## src/rtl/term_rx_sink.sv

```systemverilog
// rtl/term_rx_sink.sv - mesh terminal receive sink with address filter, FWFT buffer and counters
//
// Pops packets from a mesh terminal at most once every three cycles and filters
// them on the destination field. A packet is kept when it is addressed to this
// terminal or is a broadcast, and dropped otherwise. Kept packets go into a
// first-word-fall-through buffer that the host reads. Saturating counters track
// accepted, broadcast and misrouted packets.
//
// Ports:
//   clk        sole clock, rising edge
//   reset      synchronous reset, active low
//   pndng      mesh terminal has a packet pending
//   data_out   mesh terminal head packet, valid while pndng=1
//   pop        one-cycle pop strobe to the mesh terminal
//   rx_data    head of the receive buffer
//   rx_valid   receive buffer is not empty
//   rx_rd      host read of rx_data
//   full       receive buffer holds fifo_depth packets
//   clr_cnt    synchronous clear of all counters
//   rx_count   accepted packet count
//   bcst_count broadcast packet count
//   err_count  misrouted packet count
// cnt_sat sets the saturation value of the counters. Its default is 16'hFFFF.
module term_rx_sink #(
    parameter int          pckg_sz    = 40,
    parameter int          fifo_depth = 10,
    parameter int          id_row     = 0,
    parameter int          id_column  = 0,
    parameter logic [15:0] cnt_sat    = 16'hFFFF
) (
    input  logic               clk,
    input  logic               reset,
    input  logic               pndng,
    input  logic [pckg_sz-1:0] data_out,
    output logic               pop,
    output logic [pckg_sz-1:0] rx_data,
    output logic               rx_valid,
    input  logic               rx_rd,
    output logic               full,
    input  logic               clr_cnt,
    output logic [15:0]        rx_count,
    output logic [15:0]        bcst_count,
    output logic [15:0]        err_count
);
    localparam int              PW     = $clog2(fifo_depth);
    localparam int              CW     = $clog2(fifo_depth + 1);
    localparam logic [7:0]      OWN_ID = {4'(id_row), 4'(id_column)};
    localparam logic [PW-1:0]   LAST   = PW'(fifo_depth - 1);
    localparam logic [CW-1:0]   DEPTH  = CW'(fifo_depth);

    typedef enum logic [1:0] {IDLE, POP, GAP} state_t;

    state_t             state_q, state_d;
    logic [pckg_sz-1:0] mem_q [fifo_depth];
    logic [PW-1:0]      wr_ptr_q, wr_ptr_d, rd_ptr_q, rd_ptr_d;
    logic [CW-1:0]      occ_q, occ_d;
    logic               full_q, full_d;
    logic [15:0]        rx_cnt_q, rx_cnt_d, bc_cnt_q, bc_cnt_d, er_cnt_q, er_cnt_d;
    logic [7:0]         dest;
    logic               is_bcst, is_mine, in_pop, do_push, do_read;

    // Explicit wrap so non-power-of-2 depths work.
    function automatic logic [PW-1:0] ptr_inc(input logic [PW-1:0] p);
        return (p == LAST) ? '0 : p + 1'b1;
    endfunction

    function automatic logic [15:0] sat_inc(input logic [15:0] c);
        return (c >= cnt_sat) ? c : c + 16'd1;
    endfunction

    assign dest    = data_out[pckg_sz-9 -: 8];
    assign is_bcst = (dest == 8'hFF);
    assign is_mine = (dest == OWN_ID);
    assign in_pop  = (state_q == POP);
    // The capture happens on the edge that ends the POP cycle.
    assign do_push = in_pop && (is_bcst || is_mine);
    assign do_read = rx_rd && (occ_q != '0);

    always_comb begin
        state_d = state_q;
        case (state_q)
            IDLE:    if (pndng && !full_q) state_d = POP;
            POP:     state_d = GAP;
            GAP:     state_d = IDLE;
            default: state_d = IDLE;
        endcase
    end

    always_comb begin
        wr_ptr_d = do_push ? ptr_inc(wr_ptr_q) : wr_ptr_q;
        rd_ptr_d = do_read ? ptr_inc(rd_ptr_q) : rd_ptr_q;
        occ_d    = occ_q;
        if (do_push && !do_read)
            occ_d = occ_q + 1'b1;
        else if (!do_push && do_read)
            occ_d = occ_q - 1'b1;
        full_d = (occ_d == DEPTH);

        rx_cnt_d = rx_cnt_q;
        bc_cnt_d = bc_cnt_q;
        er_cnt_d = er_cnt_q;
        if (clr_cnt) begin
            rx_cnt_d = '0;
            bc_cnt_d = '0;
            er_cnt_d = '0;
        end else if (in_pop) begin
            if (is_bcst || is_mine) rx_cnt_d = sat_inc(rx_cnt_q);
            if (is_bcst)            bc_cnt_d = sat_inc(bc_cnt_q);
            if (!(is_bcst || is_mine)) er_cnt_d = sat_inc(er_cnt_q);
        end
    end

    always_ff @(posedge clk) begin
        if (!reset) begin
            state_q  <= IDLE;
            wr_ptr_q <= '0;
            rd_ptr_q <= '0;
            occ_q    <= '0;
            full_q   <= 1'b0;
            rx_cnt_q <= '0;
            bc_cnt_q <= '0;
            er_cnt_q <= '0;
        end else begin
            state_q  <= state_d;
            wr_ptr_q <= wr_ptr_d;
            rd_ptr_q <= rd_ptr_d;
            occ_q    <= occ_d;
            full_q   <= full_d;
            rx_cnt_q <= rx_cnt_d;
            bc_cnt_q <= bc_cnt_d;
            er_cnt_q <= er_cnt_d;
        end
    end

    // Storage needs no reset; occupancy decides what is valid.
    always_ff @(posedge clk) begin
        if (reset && do_push)
            mem_q[wr_ptr_q] <= data_out;
    end

    assign pop        = in_pop;
    assign rx_data    = mem_q[rd_ptr_q];
    assign rx_valid   = (occ_q != '0);
    assign full       = full_q;
    assign rx_count   = rx_cnt_q;
    assign bcst_count = bc_cnt_q;
    assign err_count  = er_cnt_q;
endmodule

```

## config.mk

```make
export PLATFORM = sky130hd
export DESIGN_NAME = term_rx_sink
export DESIGN_NICKNAME = d
export VERILOG_FILES = /design/src/rtl/term_rx_sink.sv
export SDC_FILE = /design/constraint.sdc
export NUM_CORES = 1
export LEC_CHECK = 0
export ABC_AREA = 1
export CAP_MARGIN = 0
export CORE_MARGIN = 3
export CORE_UTILIZATION = 40
export DETAILED_ROUTE_END_ITERATION = 7
export GPL_ROUTABILITY_DRIVEN = 1
export GPL_TIMING_DRIVEN = 1
export SETUP_SLACK_MARGIN = 0.02
export SYNTH_ARGS = -nofsm -noshare
export SYNTH_HDL_FRONTEND = slang
export SYNTH_SLANG_ARGS = --single-unit
export TNS_END_PERCENT = 100
```

## constraint.sdc

```tcl
create_clock -name clk -period 3.8 [get_ports clk]
set_clock_uncertainty 0.2 [all_clocks]
set_input_delay 0.95 -clock clk [delete_from_list [all_inputs] [get_ports clk]]
set_output_delay 0.95 -clock clk [all_outputs]
set_load 0.01 [all_outputs]
```

==> results of run 1 <==
## power by group
| part | switching (mW) | total (mW) | internal, mW |
|---|---|---|---|
| clock network | 1.90 | 4.40 | 2.50 |
| logic | 1.42 | 2.63 | 1.21 |
| registers | 0.0553 | 5.65 | 5.60 |
| total | 3.37 | 12.7 | 9.31 |
## cells in the final DEF (no fill, tap or decap), types with 7 or more instances in the layout
cell type | Yosys | layout
buf_4 | 16 | 41
inv_1 | 138 | 138
nand2_2 | 8 | 8
dfxtp_1 | 67 | 64
clkbuf_1 | 30 | 8
xor2_1 | 12 | 12
o21ai_1 | 14 | 16
a21oi_1 | 120 | 120
nand2_1 | 129 | 129
inv_2 | 6 | 7
nor2_1 | 69 | 59
o211ai_1 | 80 | 80
clkdlybuf4s50_1 | 0 | 99
buf_12 | 0 | 22
o21ai_0 | 159 | 156
mux2i_1 | 120 | 119
nand3_1 | 49 | 49
nor3_1 | 19 | 19
dlygate4sd2_1 | 0 | 22
nor2_4 | 4 | 14
clkinv_1 | 2 | 14
nand4_1 | 8 | 8
dlymetal6s2s_1 | 0 | 13
clkinv_2 | 0 | 7
clkbuf_16 | 0 | 52
edfxtp_1 | 400 | 400
## area by class of cell
| class | instances | share of cell area [%] |
|---|---|---|
| clock inverters | 32 | 0.9405 |
| repair buffers | 206 | 9.724 |
| multi-input cells | 836 | 21.66 |
| clock buffers | 57 | 5.335 |
| flip-flops and latches | 467 | 56.74 |
| inverters | 147 | 2.375 |
| well taps | 607 | 3.225 |
## metal layers
metal / share of wire, % / vias up / wire [µm] / track usage [%]
li1: - / 5921 / - / -
met1: 45 / 5975 / 20200 / 23.48
met2: 47 / 298 / 21170 / 28.95
met3: 5.5 / 58 / 2473 / 3.640
met4: 1.7 / 0 / 775 / 4.367
met5: 0 / - / 0 / 0
## repair_timing
item / 4_1_cts / 5_1_grt
pin swaps: 3 / 1
resized for setup: 28 / 22
setup buffers: 8 / 2
cloned: 2 / 3
endpoints found under the setup margin: 36 / 18
endpoints found under the hold margin: 0 / 0
## stage by stage
step                cell area, µm²  hold WS, ns  setup WS, ns  cells  util (%)
global route                 23550       0.2404       -0.1041   2352     49.94
global placement             21830       0.2046        0.2736   2248     46.29
finish                       23550       0.2228       0.09181   2352     49.94
CTS                          23410       0.2230      -0.06174   2347     49.66
floorplan                    19310       0.1964       -0.2679   1524         -
detailed placement           21830       0.2145        0.2494   2248     46.29
## worst paths after layout
kind	from	slack [ns]	endpoint
min	state_q[0]	0.22	state_q[0]
min reg2reg	state_q[0]	0.22	state_q[0]
max	flip-flop	0.09	rx_data[33]
max reg2reg	state_q[0]	1.57	mem_q[7][26]
## logic make-up (layout without fill, tap and decap cells)
| group | count (synthesis) | count (layout) | share of synthesized area, % |
|---|---|---|---|
| flip-flops | 467 | 467 | 69.17 |
| AO/OA/AOI/OAI | 386 | 386 | 11.27 |
| AND/OR/NAND/NOR | 309 | 309 | 7.447 |
| buffers and inverters | 221 | 442 | 4.842 |
| multiplexers | 120 | 120 | 6.222 |
| XOR/XNOR | 16 | 16 | 0.7259 |
| adder cells (fa/ha/maj) | 5 | 5 | 0.3241 |
## worst reg2reg max path, cell delays in order (launching register included)
cell	delay [ns]
dfxtp_1	0.33
inv_1	0.07
nor2_4	0.22
inv_2	0.15
nor3_2	0.24
nand3_1	0.11
buf_4	0.19
nor2_4	0.11
buf_12	0.26
## state kept, by name, summed over array words and instances (netlist names), named ones only
register,cells
mem_q,400
bcst_count,16
err_count,16
rx_count,16
occ_q,4
rd_ptr_q,4
wr_ptr_q,4
state_q,2
full,1
==> flow_metrics.tcl, run 1 <==
set metrics [dict create \
    core_area_um2 47150 \
    start_util_pct 40.94 \
    path_clk_slew_ns 0.06 \
    die_w_um 225.7 \
    grt_pass1_vias 12083 \
    worst_pin_slew_ns 0.5042 \
    ys_warn_count 0 \
    dp_hpwl_um 27440 \
    via_per_inst 5.209 \
    netlist.area_leader.share_pct 62.22 \
    max_freq_mhz 269.7 \
    synthTopCellsByArea "edfxtp_1 (62%), dfxtp_1 (6.9%), mux2i_1 (6.2%)" \
    slowest_stage "clkdlybuf4s50_1" \
    cap_violations 0 \
    min_path_type "flip-flop to flip-flop" \
    synth_area_um2 19300 \
    synth_common_cells "edfxtp_1 (400), o21ai_0 (159), inv_1 (138)" \
    worstSetupPathType "flip-flop to primary output" \
    syn-instance-count 1524 \
    gp_congestion 0.7780 \
    rsz0062_at_grt "yes" \
    cts.sinks 467 \
    drtAntennaViolNets 0 \
    dieArea_um2 50930 \
    wl_um 44620 \
    area_growth_pct 21.98 \
    cp_cell_sequence "buf_4, buf_4, mux2i_1, o21ai_0, o211ai_1, o21ai_0, clkdlybuf4s50_1" \
    synth_top_flop_cell "edfxtp_1" \
    antenna_cells 0 \
    yosysSeqAreaShare_pct 69.17 \
    period_minus_slack_ns 3.708 \
    gr-usage-all-layers_pct 17.41 \
    critPathArrivalTime_ns 2.56 \
    cts_buffers 49 \
    synth.avg_cell_area_um2 12.67 \
    ir_worst_vdd_mv 0.3222 \
    status "finished clean" \
    firstDrtPassIters 5 \
    first_iter_violations 857 \
    rows 79 \
    die_h_um 225.7 \
    yosysTopAreaCell "edfxtp_1" \
    cts_hold_buf 0 \
    wl_per_cell_um 18.97 \
    grt_max_degree 69 \
    path_buf_inv 3 \
    fin_nets 1757 \
    antenna_found_initial 0 \
    hold_violations 0 \
    num_vias 12252 \
    syn-num-nets 1574 \
    root_buffer "clkbuf_16" \
    end_kind "primary output" \
    grt_pass1_wl_um 69090 \
    fill_cells 4056 \
    drive_gt1_share_pct 11.35 \
    worstRegToRegCells 8 \
    path_depth 7 \
    finalSetupTns_ns 0 \
    worstPathRequired_ns 2.65 \
    ys_seq_elements 467 \
    clock_latency_ns 0.57 \
    ys_types 40 \
    yosysMostFrequentCell "edfxtp_1" \
    crit_family "buffers and inverters" \
    slowest_delay_ns 0.56 \
    final-setup-viol-count 0 \
    cp_max_fo 10 \
    holdPathStages 1 \
    power_density_nw_per_um2 538.5 \
    drc 0 \
    finalCritPeriodShare_pct 97.58 \
    grt-ovfl-total 0 \
    ff_latch_area_um2 13360 \
    port_buffers 135 \
    async_reset_ff_share_pct 0 \
    h-tree-depth 2 \
    max_slew_margin_pct 66.39 \
    p_leak_nw 7.827 \
    io_pins 136 \
    slew_viol_final 0 \
    clockBufferDepth 3 \
    p_total_mw 12.68 \
    synth-edff-count 400 \
    multiInputGateArea_um2 5100 \
    cts_tree "yes" \
    startpoint_type "flip-flop" \
]
No activity file was read; power rests on OpenSTA's default activity.
==> run 2, diff against run 1 <==
Settings changed: CAP_MARGIN 0 to 25.
==> results of run 2 <==
The final DEF is identical to that of run 1; final timing and power are the same.
==> run 3, diff against run 2 <==
Settings changed: CORE_MARGIN 3 to 1.
==> run 3 against run 2 <==
Net effect:
- count of clock-buffer cells in the layout is 1 lower
- sequential cell count stayed put
- combinational power is 3% lower
- sequential share of layout area is 0.20 points lower
- cell count hardly changed
- sequential power hardly changed
- critical endpoint is now rx_data[3]
- largest cell class unchanged
==> flow_metrics.tcl, run 3 (synthesis results as in run 1) <==
set metrics [dict create \
    cts_hold_buf 0 \
    max_freq_mhz 270.3 \
    dp.cells 2251 \
    reg2reg_from "state_q[0]" \
    rsz0062_at_grt "yes" \
    r2r-end "mem_q[8][16]" \
    gr-usage-all-layers_pct 18.13 \
    cap_violations 0 \
    finalSetupTns_ns 0 \
    holdPathStages 1 \
    finish.utilization_pct 49.59 \
    wl_um 44450 \
    hold_violations 0 \
    final_cell_mix "edfxtp_1 (400), o21ai_0 (154), inv_1 (138)" \
    cts_tree "yes" \
    largest-register "mem_q" \
    dieArea_um2 49140 \
    end_kind "primary output" \
    fin_nets 1743 \
    grt_pass1_wl_um 69720 \
    final_cells 2351 \
    status "finished clean" \
    hold_slack_ns 0.2204 \
    root_buffer "clkbuf_16" \
    antenna_found_initial 2 \
    p_leak_nw 7.813 \
    rrSetupSlack_ns 1.52 \
    h-tree-depth 2 \
    via_per_inst 5.184 \
    io_pins 136 \
    min-delay-start "state_q[0]" \
    num_vias 12187 \
    drc 0 \
    grt_pass1_vias 12098 \
    slew_viol_final 0 \
    grt-ovfl-total 0 \
    port_buffers 135 \
    dpl_worst_slack_ns 0.2388 \
    startpoint_type "flip-flop" \
    final-setup-viol-count 0 \
    worstSetupPathType "flip-flop to primary output" \
    drive_gt1_share_pct 11.12 \
    cp_max_fo 24 \
    worstPathRequired_ns 2.65 \
    rows 80 \
    firstDrtPassIters 5 \
    ir_worst_vdd_mv 0.3309 \
    power_density_nw_per_um2 554.4 \
    clock_latency_ns 0.59 \
    die_w_um 221.7 \
    largest_reg_flops 400 \
    die_h_um 221.7 \
    clockBufferDepth 3 \
    fin_ws_ns 0.09999 \
    critPathArrivalTime_ns 2.55 \
    area_growth_pct 22.39 \
    worstRegToRegCells 7 \
    max_slew_margin_pct 64.07 \
    cts.sinks 467 \
    first_iter_violations 805 \
    cts_buffers 51 \
    layout_commonest_cell "edfxtp_1" \
    period_minus_slack_ns 3.700 \
    path_clk_slew_ns 0.06 \
    wl_per_cell_um 18.91 \
    min_path_type "flip-flop to flip-flop" \
    start_util_pct 40.52 \
    min_to "state_q[0]" \
    finalCritPeriodShare_pct 97.37 \
    worst_pin_slew_ns 0.5384 \
    gp_congestion 0.7991 \
    grt_max_degree 81 \
    dp_hpwl_um 27610 \
    core_area_um2 47650 \
    drtAntennaViolNets 0 \
]
-- run 3: cell count changes in the layout (fill, tap and decap cells not counted), sizes merged, moves of 3 or more --
cell,previous run,this run
dlygate4sd2,22,6
clkdlybuf4s50,99,114
buf,66,55
clkbuf,61,56
bufinv,2,6
clkinv,23,27
inv,150,147
-- run 3: metrics by stage --
step | instance area, µm² | power (mW)
after global placement | 21830 | 8.268
after global routing | 23620 | 13.63
after detailed placement | 21830 | 8.289
after floorplan | 19310 | 7.299
after CTS | 23560 | 13.23
final | 23630 | 13.10
-- run 3: layer usage --
layer | vias up | wire length [µm] | GRT usage (%)
li1 | 5890 | - | -
met1 | 5947 | 20200 | 24.86
met2 | 281 | 21060 | 29.27
met3 | 67 | 2168 | 3.247
met4 | 2 | 1019 | 5.735
met5 | - | 11 | 0
-- run 3: final cells by class --
cell class                      instances  area, µm²
Antenna cell                            1      2.502
Multi-Input combinational cell        836       5106
Clock inverter                         39      380.4
Clock buffer                           56       1299
Fill cell                            4148      24020
Timing Repair Buffer                  190       2151
Tap cell                              615      769.5
Sequential cell                       467      13360
Inverter                              147      559.3
-- run 3: what timing repair did --
action                                 CTS  global route
buffers inserted                         4             0
endpoints found under the hold margin    0             0
setup endpoints to repair               40            21
gates resized for setup                 11            25
-- run 3: critical path: stages, from the launching register on --
cell,delay (ns)
dfxtp_4,0.37
buf_12,0.14
buf_12,0.19
buf_12,0.18
a21oi_1,0.07
o21ai_0,0.08
o21ai_0,0.13
o211ai_1,0.20
o21ai_0,0.10
clkdlybuf4s50_1,0.48
-- run 3: power by group --
| part | internal (mW) | total (mW) | switching [mW] |
|---|---|---|---|
| Sequential | 5.59 | 5.63 | 0.0400 |
| Clock | 2.88 | 4.90 | 2.02 |
| Combinational | 1.15 | 2.56 | 1.41 |
| Total | 9.63 | 13.1 | 3.47 |
-- run 3: how the worst max path moves through the flow --
stage / startpoint / slack, ns / cells past startpoint / endpoint
after detailed placement: data_out[24] / 0.24 / 10 / mem_q[8][11]
after global placement: data_out[24] / 0.25 / 10 / mem_q[8][14]
after floorplan: data_out[31] / -0.27 / 7 / mem_q[0][0]
final: flip-flop / 0.1 / 9 / rx_data[3]
after CTS: flip-flop / 0.02 / 8 / rx_data[32]
after global routing: flip-flop / -0.03 / 9 / rx_data[3]
==> patch (config.mk and constraints of run 2) <==
Set the parameter `cnt_sat` to 16'h8000 (it was 16'hFFFF). Comments in the files are not updated.
--- a/src/rtl/term_rx_sink.sv
+++ b/src/rtl/term_rx_sink.sv
@@ -27,5 +27,5 @@
     parameter int          id_row     = 0,
     parameter int          id_column  = 0,
-    parameter logic [15:0] cnt_sat    = 16'hFFFF
+    parameter logic [15:0] cnt_sat    = 16'h8000
 ) (
     input  logic               clk,
Function: same outputs for any inputs over 4 cycles, from zero or initial values and one cycle with reset low; that may be too few to reach the edited logic, so the function may still have changed.
==> patch against run 2 <==
  * Non-clock buffer count fell by 5
  * Sequential cell count is the same
  * Die area shrank 1.2%
  * Worst setup slack got worse by 0.013 ns
  * Total power increased by 1.0%
  * Routed wire length increased by 1.1%
  * Highest routed layer is now met5
  * Area after synthesis down 1.3%
  * Cell area shrank 0.84%
==> patch: results (changes against run 2) <==
[logic_synthesis]
syn-num-nets = 1516  ; was 1574
synthTopCellsByArea = edfxtp_1, dfxtp_1, mux2i_1  ; unchanged
synth_seq_area_share = 0.700  ; was 0.692
synth_commonest_cells = edfxtp_1, o21ai_0, inv_1  ; unchanged

[grt]
use_met1 = 0.238  ; was 0.235
grt_max_degree = 52  ; was 69
use_met2 = 0.294  ; was 0.290
grtUsageTotal = 0.177  ; was 0.174
grt_pass1_vias = 11900  ; was 12100
grt_use_met3 = 0.0386  ; was 0.0364
antenna_found_initial = 3  ; was 0

[routing]
via_per_inst = 5.22  ; was 5.21
routed_wl_um = 45100  ; was 44600 um
dr_wl_met3_um = 2900  ; was 2470 um
m1WireLength_um = 19600  ; was 20200 um
routed.top_layer = met5  ; was met4
drt_iter0_drc = 931  ; was 857

[layout]
multi_input_gates = 770  ; was 836
final-instance-count-excl-fill = 2292  ; was 2352
inv_count = 154  ; was 147
n_antenna_cell = 1  ; was 0
nNonClkBuffers = 201  ; was 206
seqCellArea_um2 = 13400  ; about the same
drive_gt1_frac = 0.110  ; was 0.113

[critical_path]
reg2reg_setup_slack_ns = 1.68  ; was 1.57 ns
cp_max_fo = 19  ; was 10
critical_path.endpoint = rx_data[35]  ; was rx_data[33]
worstRegToRegCells = 6  ; was 8
worstReg2RegStart = state_q[1]$_SDFFE_PN0P_  ; was state_q[0]$_SDFFE_PN0P_
r2r_end = mem_q[3][13]$_DFFE_PP_  ; was mem_q[7][26]$_DFFE_PP_

[outcome]
outcome = finished, final reports clean  ; unchanged

[timing]
holdWs_ns = 0.221  ; was 0.223 ns
tightest_slew_ns = 0.778  ; was 0.504 ns
fin_crit_ns = 3.72  ; was 3.71 ns

[placed_design]
place_ws_ns = 0.138  ; was 0.249 ns
gp_congestion = 0.823  ; was 0.778
placed_area_um2 = 21500  ; was 21800 um^2
dpl.hpwl_um = 27700  ; was 27400 um

[pwr]
leakagePower_uw = 0.00785  ; was 0.00783 uW
p_sw_uw = 3350  ; was 3370 uW

[floorplan]
die_w_um = 224  ; was 226 um

==> patch: cell count changes after synthesis, sizes merged, moves of 3 or more <==
cell / delta
xor2: -8
buf: -4
nand2: -39
nor3: +5
ha: +3
inv: +6
nand3: -17
a21oi: -8
nand4: +5
nor2: -17
==> patch: kinds of logic after synthesis <==
group	count (synthesis)	synth area share
flops	467	0.700
simple gates	248	0.0645
mux	120	0.0630
buf+inv	226	0.0486
compound gates	386	0.114
fa+ha+maj	8	0.00525
xor+xnor	8	0.00368
==> patch: critical path: stages, from the launching register on <==
cell and delay [ns]:
dfxtp_4 0.40, buf_4 0.19, clkbuf_16 0.18, a21oi_1 0.14, o21ai_0 0.09, o211ai_1 0.09
o211ai_1 0.10, o21ai_1 0.21, clkdlybuf4s50_1 0.61
==> patch: power groups by stage <==
stage	sequential [uW]	combinational, uW	clock [uW]
after floorplan	5720	1440	0
after global placement	5770	2340	0
after detailed placement	5770	2360	0
after CTS	5640	2460	4770
after global routing	5640	2760	4980
final	5640	2530	4650
